--- src/rtl/arp_reply_sched.sv ---
// -----------------------------------------------------------------------------
// arp_reply_sched
//
// Queues ARP reply requests coming from the ARP request detector. Each request
// carries the requester MAC/IP. The block hands the requests one at a time to
// the byte-serial reply transmitter. After every reply it holds an inter-frame
// gap, and it aborts a reply whose completion never arrives.
//
// Ports
//   clk          system clock, all logic on the rising edge
//   areset       synchronous, active-high reset
//   req_valid    one-cycle request pulse from the detector
//   req_mac      requester MAC, captured with req_valid
//   req_ip       requester IP, captured with req_valid
//   tx_done      one-cycle pulse from the transmitter: last reply byte sent
//   tx_start     one-cycle pulse: transmitter begins a reply
//   tx_dest_mac  destination MAC of the current/last reply (held between pops)
//   tx_dest_ip   destination IP of the current/last reply (held between pops)
//   busy         high whenever the sequencer is not idle
//   fifo_level   number of queued requests, 0..DEPTH
//   drop_cnt     requests lost to a full queue, saturating at 255
//   timeout_err  one-cycle pulse when the completion watchdog expires
// -----------------------------------------------------------------------------
module arp_reply_sched #(
  parameter int DEPTH          = 4,     // queue entries, power of 2, 2..16
  parameter int GAP_CYCLES     = 12,    // idle clocks after each reply, >= 1
  parameter int TIMEOUT_CYCLES = 1024   // clocks allowed for tx_done, >= 2
) (
  input  logic                   clk,
  input  logic                   areset,
  input  logic                   req_valid,
  input  logic [47:0]            req_mac,
  input  logic [31:0]            req_ip,
  input  logic                   tx_done,
  output logic                   tx_start,
  output logic [47:0]            tx_dest_mac,
  output logic [31:0]            tx_dest_ip,
  output logic                   busy,
  output logic [$clog2(DEPTH):0] fifo_level,
  output logic [7:0]             drop_cnt,
  output logic                   timeout_err
);

  localparam int PTR_W = $clog2(DEPTH);
  localparam int LVL_W = PTR_W + 1;
  localparam int WD_W  = $clog2(TIMEOUT_CYCLES);
  localparam int GAP_W = $clog2(GAP_CYCLES + 1);

  localparam logic [LVL_W-1:0] LVL_FULL = LVL_W'(DEPTH);
  localparam logic [WD_W-1:0]  WD_LAST  = WD_W'(TIMEOUT_CYCLES - 1);
  localparam logic [GAP_W-1:0] GAP_LAST = GAP_W'(GAP_CYCLES - 1);

  localparam logic [1:0] ST_IDLE      = 2'd0;
  localparam logic [1:0] ST_START     = 2'd1;
  localparam logic [1:0] ST_WAIT_DONE = 2'd2;
  localparam logic [1:0] ST_GAP       = 2'd3;

  typedef struct packed {
    logic [47:0] mac;
    logic [31:0] ip;
  } entry_t;

  // ---------------------------------------------------------------------------
  // State
  // ---------------------------------------------------------------------------
  entry_t           mem_q [DEPTH];
  logic [PTR_W-1:0] wr_ptr_q, wr_ptr_d;
  logic [PTR_W-1:0] rd_ptr_q, rd_ptr_d;
  logic [LVL_W-1:0] level_q, level_d;
  logic [7:0]       drop_cnt_q, drop_cnt_d;
  logic [1:0]       state_q, state_d;
  logic [WD_W-1:0]  wd_q, wd_d;
  logic [GAP_W-1:0] gap_q, gap_d;
  entry_t           dest_q, dest_d;
  logic             idle_settled_q, idle_settled_d;

  logic             fifo_full;
  logic             fifo_pop;
  logic             fifo_push;
  logic             req_drop;
  logic             timeout_hit;

  // ---------------------------------------------------------------------------
  // Queue control
  // ---------------------------------------------------------------------------
  // The first IDLE cycle after a gap never pops. Busy still drops
  // GAP_CYCLES+1 clocks after tx_done, while a queued reply starts no earlier
  // than GAP_CYCLES+3 clocks after it. A request arriving into a long-idle
  // scheduler still starts two clocks later.
  assign fifo_full = (level_q == LVL_FULL);
  assign fifo_pop  = (state_q == ST_IDLE) && idle_settled_q && (level_q != '0);
  // A pop in the same cycle frees the slot, so a full queue can still accept.
  assign fifo_push = req_valid && (!fifo_full || fifo_pop);
  assign req_drop  = req_valid && fifo_full && !fifo_pop;

  always_comb begin
    // NOTE: each always_comb assigns a default to every output before any branch, so no path can infer a latch.
    wr_ptr_d   = wr_ptr_q;
    rd_ptr_d   = rd_ptr_q;
    level_d    = level_q;
    drop_cnt_d = drop_cnt_q;
    dest_d     = dest_q;

    if (fifo_push) wr_ptr_d = wr_ptr_q + PTR_W'(1);
    if (fifo_pop) begin
      rd_ptr_d = rd_ptr_q + PTR_W'(1);
      dest_d   = mem_q[rd_ptr_q];
    end

    // Push and pop together leave the level unchanged.
    unique case ({fifo_push, fifo_pop})
      2'b10:   level_d = level_q + LVL_W'(1);
      2'b01:   level_d = level_q - LVL_W'(1);
      default: level_d = level_q;
    endcase

    if (req_drop && (drop_cnt_q != 8'hFF)) drop_cnt_d = drop_cnt_q + 8'd1;
  end

  // ---------------------------------------------------------------------------
  // Sequencer
  // ---------------------------------------------------------------------------
  always_comb begin
    state_d        = state_q;
    wd_d           = wd_q;
    gap_d          = gap_q;
    timeout_hit    = 1'b0;
    idle_settled_d = (state_q == ST_IDLE);

    unique case (state_q)
      ST_IDLE: begin
        if (fifo_pop) state_d = ST_START;
      end
      ST_START: begin
        wd_d    = '0;
        state_d = ST_WAIT_DONE;
      end
      ST_WAIT_DONE: begin
        // tx_done wins over an expiring watchdog in the same cycle.
        if (tx_done) begin
          state_d = ST_GAP;
          gap_d   = '0;
        end else if (wd_q == WD_LAST) begin
          timeout_hit = 1'b1;
          state_d     = ST_GAP;
          gap_d       = '0;
        end else begin
          wd_d = wd_q + WD_W'(1);
        end
      end
      ST_GAP: begin
        if (gap_q == GAP_LAST) state_d = ST_IDLE;
        else                   gap_d   = gap_q + GAP_W'(1);
      end
      default: state_d = ST_IDLE;
    endcase
  end

  // ---------------------------------------------------------------------------
  // Registers
  // ---------------------------------------------------------------------------
  always_ff @(posedge clk) begin
    // NOTE: sequential state uses non-blocking assignments so every flop samples pre-edge values.
    if (areset) begin
      wr_ptr_q       <= '0;
      rd_ptr_q       <= '0;
      level_q        <= '0;
      drop_cnt_q     <= '0;
      state_q        <= ST_IDLE;
      wd_q           <= '0;
      gap_q          <= '0;
      dest_q         <= '0;
      idle_settled_q <= 1'b0;
    end else begin
      wr_ptr_q       <= wr_ptr_d;
      rd_ptr_q       <= rd_ptr_d;
      level_q        <= level_d;
      drop_cnt_q     <= drop_cnt_d;
      state_q        <= state_d;
      wd_q           <= wd_d;
      gap_q          <= gap_d;
      dest_q         <= dest_d;
      idle_settled_q <= idle_settled_d;
    end
  end

  // NOTE: queue storage has no reset; an entry is only read after it was written, guarded by level_q.
  always_ff @(posedge clk) begin
    if (!areset && fifo_push) mem_q[wr_ptr_q] <= '{mac: req_mac, ip: req_ip};
  end

  // ---------------------------------------------------------------------------
  // Outputs
  // ---------------------------------------------------------------------------
  assign tx_start    = (state_q == ST_START);
  assign busy        = (state_q != ST_IDLE);
  assign tx_dest_mac = dest_q.mac;
  assign tx_dest_ip  = dest_q.ip;
  assign fifo_level  = level_q;
  assign drop_cnt    = drop_cnt_q;
  assign timeout_err = timeout_hit;

endmodule

--- config.mk ---
export PLATFORM = sky130hd
export DESIGN_NAME = arp_reply_sched
export DESIGN_NICKNAME = d
export VERILOG_FILES = /design/src/rtl/arp_reply_sched.sv
export SDC_FILE = /design/constraint.sdc
export NUM_CORES = 1
export LEC_CHECK = 0
export CORE_AREA = 10 10 183 185
export DETAILED_ROUTE_END_ITERATION = 6
export DIE_AREA = 0 0 193 195
export PLACE_DENSITY = 0.88
export SLEW_MARGIN = 20
export SYNTH_ARGS = -nofsm -noshare
export SYNTH_HDL_FRONTEND = slang
export SYNTH_SLANG_ARGS = --single-unit
--- constraint.sdc ---
create_clock -name clk -period 24.2 [get_ports clk]
set_input_delay 4.84 -clock clk [delete_from_list [all_inputs] [get_ports clk]]
set_output_delay 4.84 -clock clk [all_outputs]
set_load 0.01 [all_outputs]
==> summary.txt <==
STA
  – Clock period minus worst slack: 11470 ps
  – Skew final: 24.8 ps
  – Fin. Hold Viols: 0
  – Fin Setup TNS: 0 ps
  – RSZ-0062 raised after global routing: no
  – Worst rel slew slack: 0.277
  – Final-report max-slew violation count: 0
  – Final Cycle Share: 0.474
  – Fmax achieved: 0.0872 GHz
  – Final setup fails: 0
  – Least-Margin Pin Slew: 1080 ps

Clock tree
  – H-Tree Depth: 2
  – Root buffer cell: clkbuf_16
  – Post-CTS setup buffer count: 0
  – Clock transition at path regs: 50 ps
  – Hold Buf Count CTS: 0
  – CTS resizes: 0
  – Total CTS buffers: 43
  – Sink Count: 432
  – CTS tree: done
  – Clk_lat worst skew: 530 ps
  – CTS Buffer Depth: 3

Global routing
  – Global-route wire length before repair: 54900 um
  – Largest net degree at the start of global routing: 86
  – Initial antenna violation count: 2
  – Grt total ovfl: 0
  – Vias in the first global route: between 9000 and 10000
  – Gr usage total: 0.186

Setup path
  – Reg2reg path depth: 9
  – Crit path kind: in -> out
  – Critical path capture point type: output pin
  – Critical R2R Launch: state_q[1]$_SDFFE_PP0P_
  – Worst Path Arrival: roughly 6600 ps
  – Worst-path fanout max: 5
  – Startpoint types: primary input
  – Worst EP required: a little under 20000 ps
  – R2R Setup Slk: 20960 ps
  – Worst flop-to-flop path endpoint: fifo_level[2]$_SDFFE_PP0P_

Run status
  – Status: complete, no violations

Worst hold path
  – Worst Hold Depth: 2
  – Worst hold path type: reg -> reg
  – Hold Path Origin: tx_dest_mac[32]$_SDFFE_PP0N_
  – Hold path endpoint: tx_dest_mac[32]$_SDFFE_PP0N_

Yosys
  – Number of synthesized register bits: 432
  – Post-synth EDFFs: 320
  – Async SR Flop Fraction: 0
  – Synth Area per Inst: 16.4 sq um
  – Synth Cell Area: 16100 sq um
  – Main flop type after synthesis: edfxtp_1
  – Syn_nets: 1082
  – Post-synthesis sequential area ratio: 0.734
  – Synthesized instance count: 985
  – Synth unique cells: 60
  – Warnings, synthesis: 0

Die
  – Die Wd: 193 um
  – Die Footprint: 37600 sq um
  – Rows: 64
  – Core area: 30000 sq um
  – Starting Density: 0.538
  – I/O Pins: approximately 180
  – Die Ht: between 150 and 200 um

Detailed routing
  – Post-route ant nets: 0
  – Initial detailed-routing violation count: about 630
  – DR WL/cell: between 20 and 25 um
  – Vias: roughly 9200
  – Post-DR vias/cell: 5.73
  – Total Wirelength: 34900 um
  – TritonRoute pass-1 iters: 5
  – Residual DRC count: 0

Pwr
  – Switching fraction of total power: 0.261
  – Int Power: 1460 uW
  – Worst vdd ir: 0.0000688 V
  – Cell Pwr Density: 99.8 nW/um^2
  – P_leak: 0.00626 uW
  – P_sw: around 520 uW
  – Clock share of power: 0.340
  – Combinational power share: 0.201
  – Flop pwr share: 0.459

Placement
  – IO buf count: 177
  – Placed insts: 1517
  – GPL Wtd Cong: around 0.77
  – Hpwl dp: between 20000 and 25000 um

Layout
  – Layout Nets: 1264
  – Layout Area Growth over Synthesis: 22.7%
  – Filler cells: about 2000
  – Commonest cells after routing, fill and taps aside: edfxtp_1 (320), clkdlybuf4s50_1 (176), nand2_1 (175)
  – Commonest non-fill, non-tap cell in the layout: edfxtp_1
  – Ratio of cells with drive above 1 in the final layout: 0.152
  – Fin cells: 1599

Job
  – Total of max-cap violations: 0
## sequential cells by signal, summed over array words and instances (netlist names)
name and count:
tx_dest_mac 48, state_q 2, rd_ptr_q 2, wr_ptr_q 2, wd_q 10, tx_dest_ip 32, idle_settled_q 1, gap_q 4
drop_cnt 8, fifo_level 3, mem_q 320
## metrics by stage
stage	util	hold WS [ps]	power (uW)	cell area [sq um]	setup WS, ps
final	0.659	452	1980	19800	12730
after global routing	0.659	469	2060	19800	12610
after CTS	0.658	453	1990	19800	12750
after detailed placement	0.610	446	1320	18300	12850
after global placement	0.610	442	1310	18300	12880
after floorplan	-	463	1160	16100	12310
## metal layers
| layer | GRT usage | wire length, um | vias to the layer above |
|---|---|---|---|
| met2 | 0.314 | 17800 | 289 |
| li1 | - | - | 4142 |
| met1 | 0.236 | 14000 | 4668 |
| met3 | 0.0404 | 2400 | 60 |
| met5 | 0 | 13 | - |
| met4 | 0.0544 | 754 | 2 |
## Yosys cell counts, types with 3 or more instances
library cell | n | area, sq um
clkbuf_1 | 31 | 116
nor3_1 | 4 | 20.0
nand2b_1 | 10 | 62.6
nand2_1 | 175 | 657
o31ai_1 | 3 | 22.5
nand3_1 | 9 | 45.0
a21oi_1 | 97 | 485
dfxtp_1 | 112 | 2240
o21ai_0 | 4 | 20.0
mux4_2 | 80 | 1800
nor2_1 | 17 | 63.8
or4_1 | 7 | 52.6
ha_1 | 12 | 150
inv_1 | 12 | 45.0
mux2i_1 | 3 | 30.0
edfxtp_1 | 320 | 9610
and4_1 | 3 | 26.3
nand3b_1 | 3 | 22.5
a31oi_1 | 4 | 25.0
nor3b_1 | 4 | 30.0
buf_1 | 7 | 26.3
mux2_2 | 3 | 33.8
a311oi_1 | 4 | 35.0
buf_2 | 15 | 75.1
## power groups by stage
stage | logic (uW) | registers [uW] | clock network (uW)
after floorplan | 240 | 923 | 0
after detailed placement | 384 | 936 | 0
after CTS | 388 | 922 | 683
after global routing | 433 | 915 | 713
final | 398 | 907 | 672
after global placement | 375 | 932 | 0
## worst max-delay path by stage
stage / from / end / slack (ps) / depth (start not counted)
final: tx_done / timeout_err / 12730 / 5
after global routing: tx_done / timeout_err / 12610 / 5
after CTS: tx_done / timeout_err / 12750 / 5
after detailed placement: tx_done / timeout_err / 12850 / 5
after global placement: tx_done / timeout_err / 12880 / 5
after floorplan: areset / mem_q[3][0]$_DFFE_PP_ / 12310 / 4
## critical path, stage by stage
cell             delay [ps]
clkdlybuf4s50_1         470
nor2b_1                 330
nand2_1                 190
nor3_1                  210
clkdlybuf4s50_1         590
## final cells by class
cell class,count,area (sq um),share of cell area
Inverter,12,45.0,0.00227
Clock buffer,62,1250,0.0631
Clock inverter,18,205,0.0104
Sequential cell,432,11900,0.599
Timing Repair Buffer,191,1890,0.0957
Antenna cell,1,2.50,0.000126
Tap cell,396,495,0.0250
Multi-Input combinational cell,487,4050,0.205
## cells by family (layout without fill, tap and decap cells)
family,Yosys count,after routing,share of synthesized area
AOI/OAI and AO/OA,133,133,0.0494
xor gates and xnor gates,3,3,0.00163
adders and majority gates,13,13,0.0105
buffers and inverters,66,283,0.0170
DFF,432,432,0.734
muxes,86,86,0.116
other,0,1,0
and+or+nand+nor,252,252,0.0719
Power figures use the tool's default switching activity.
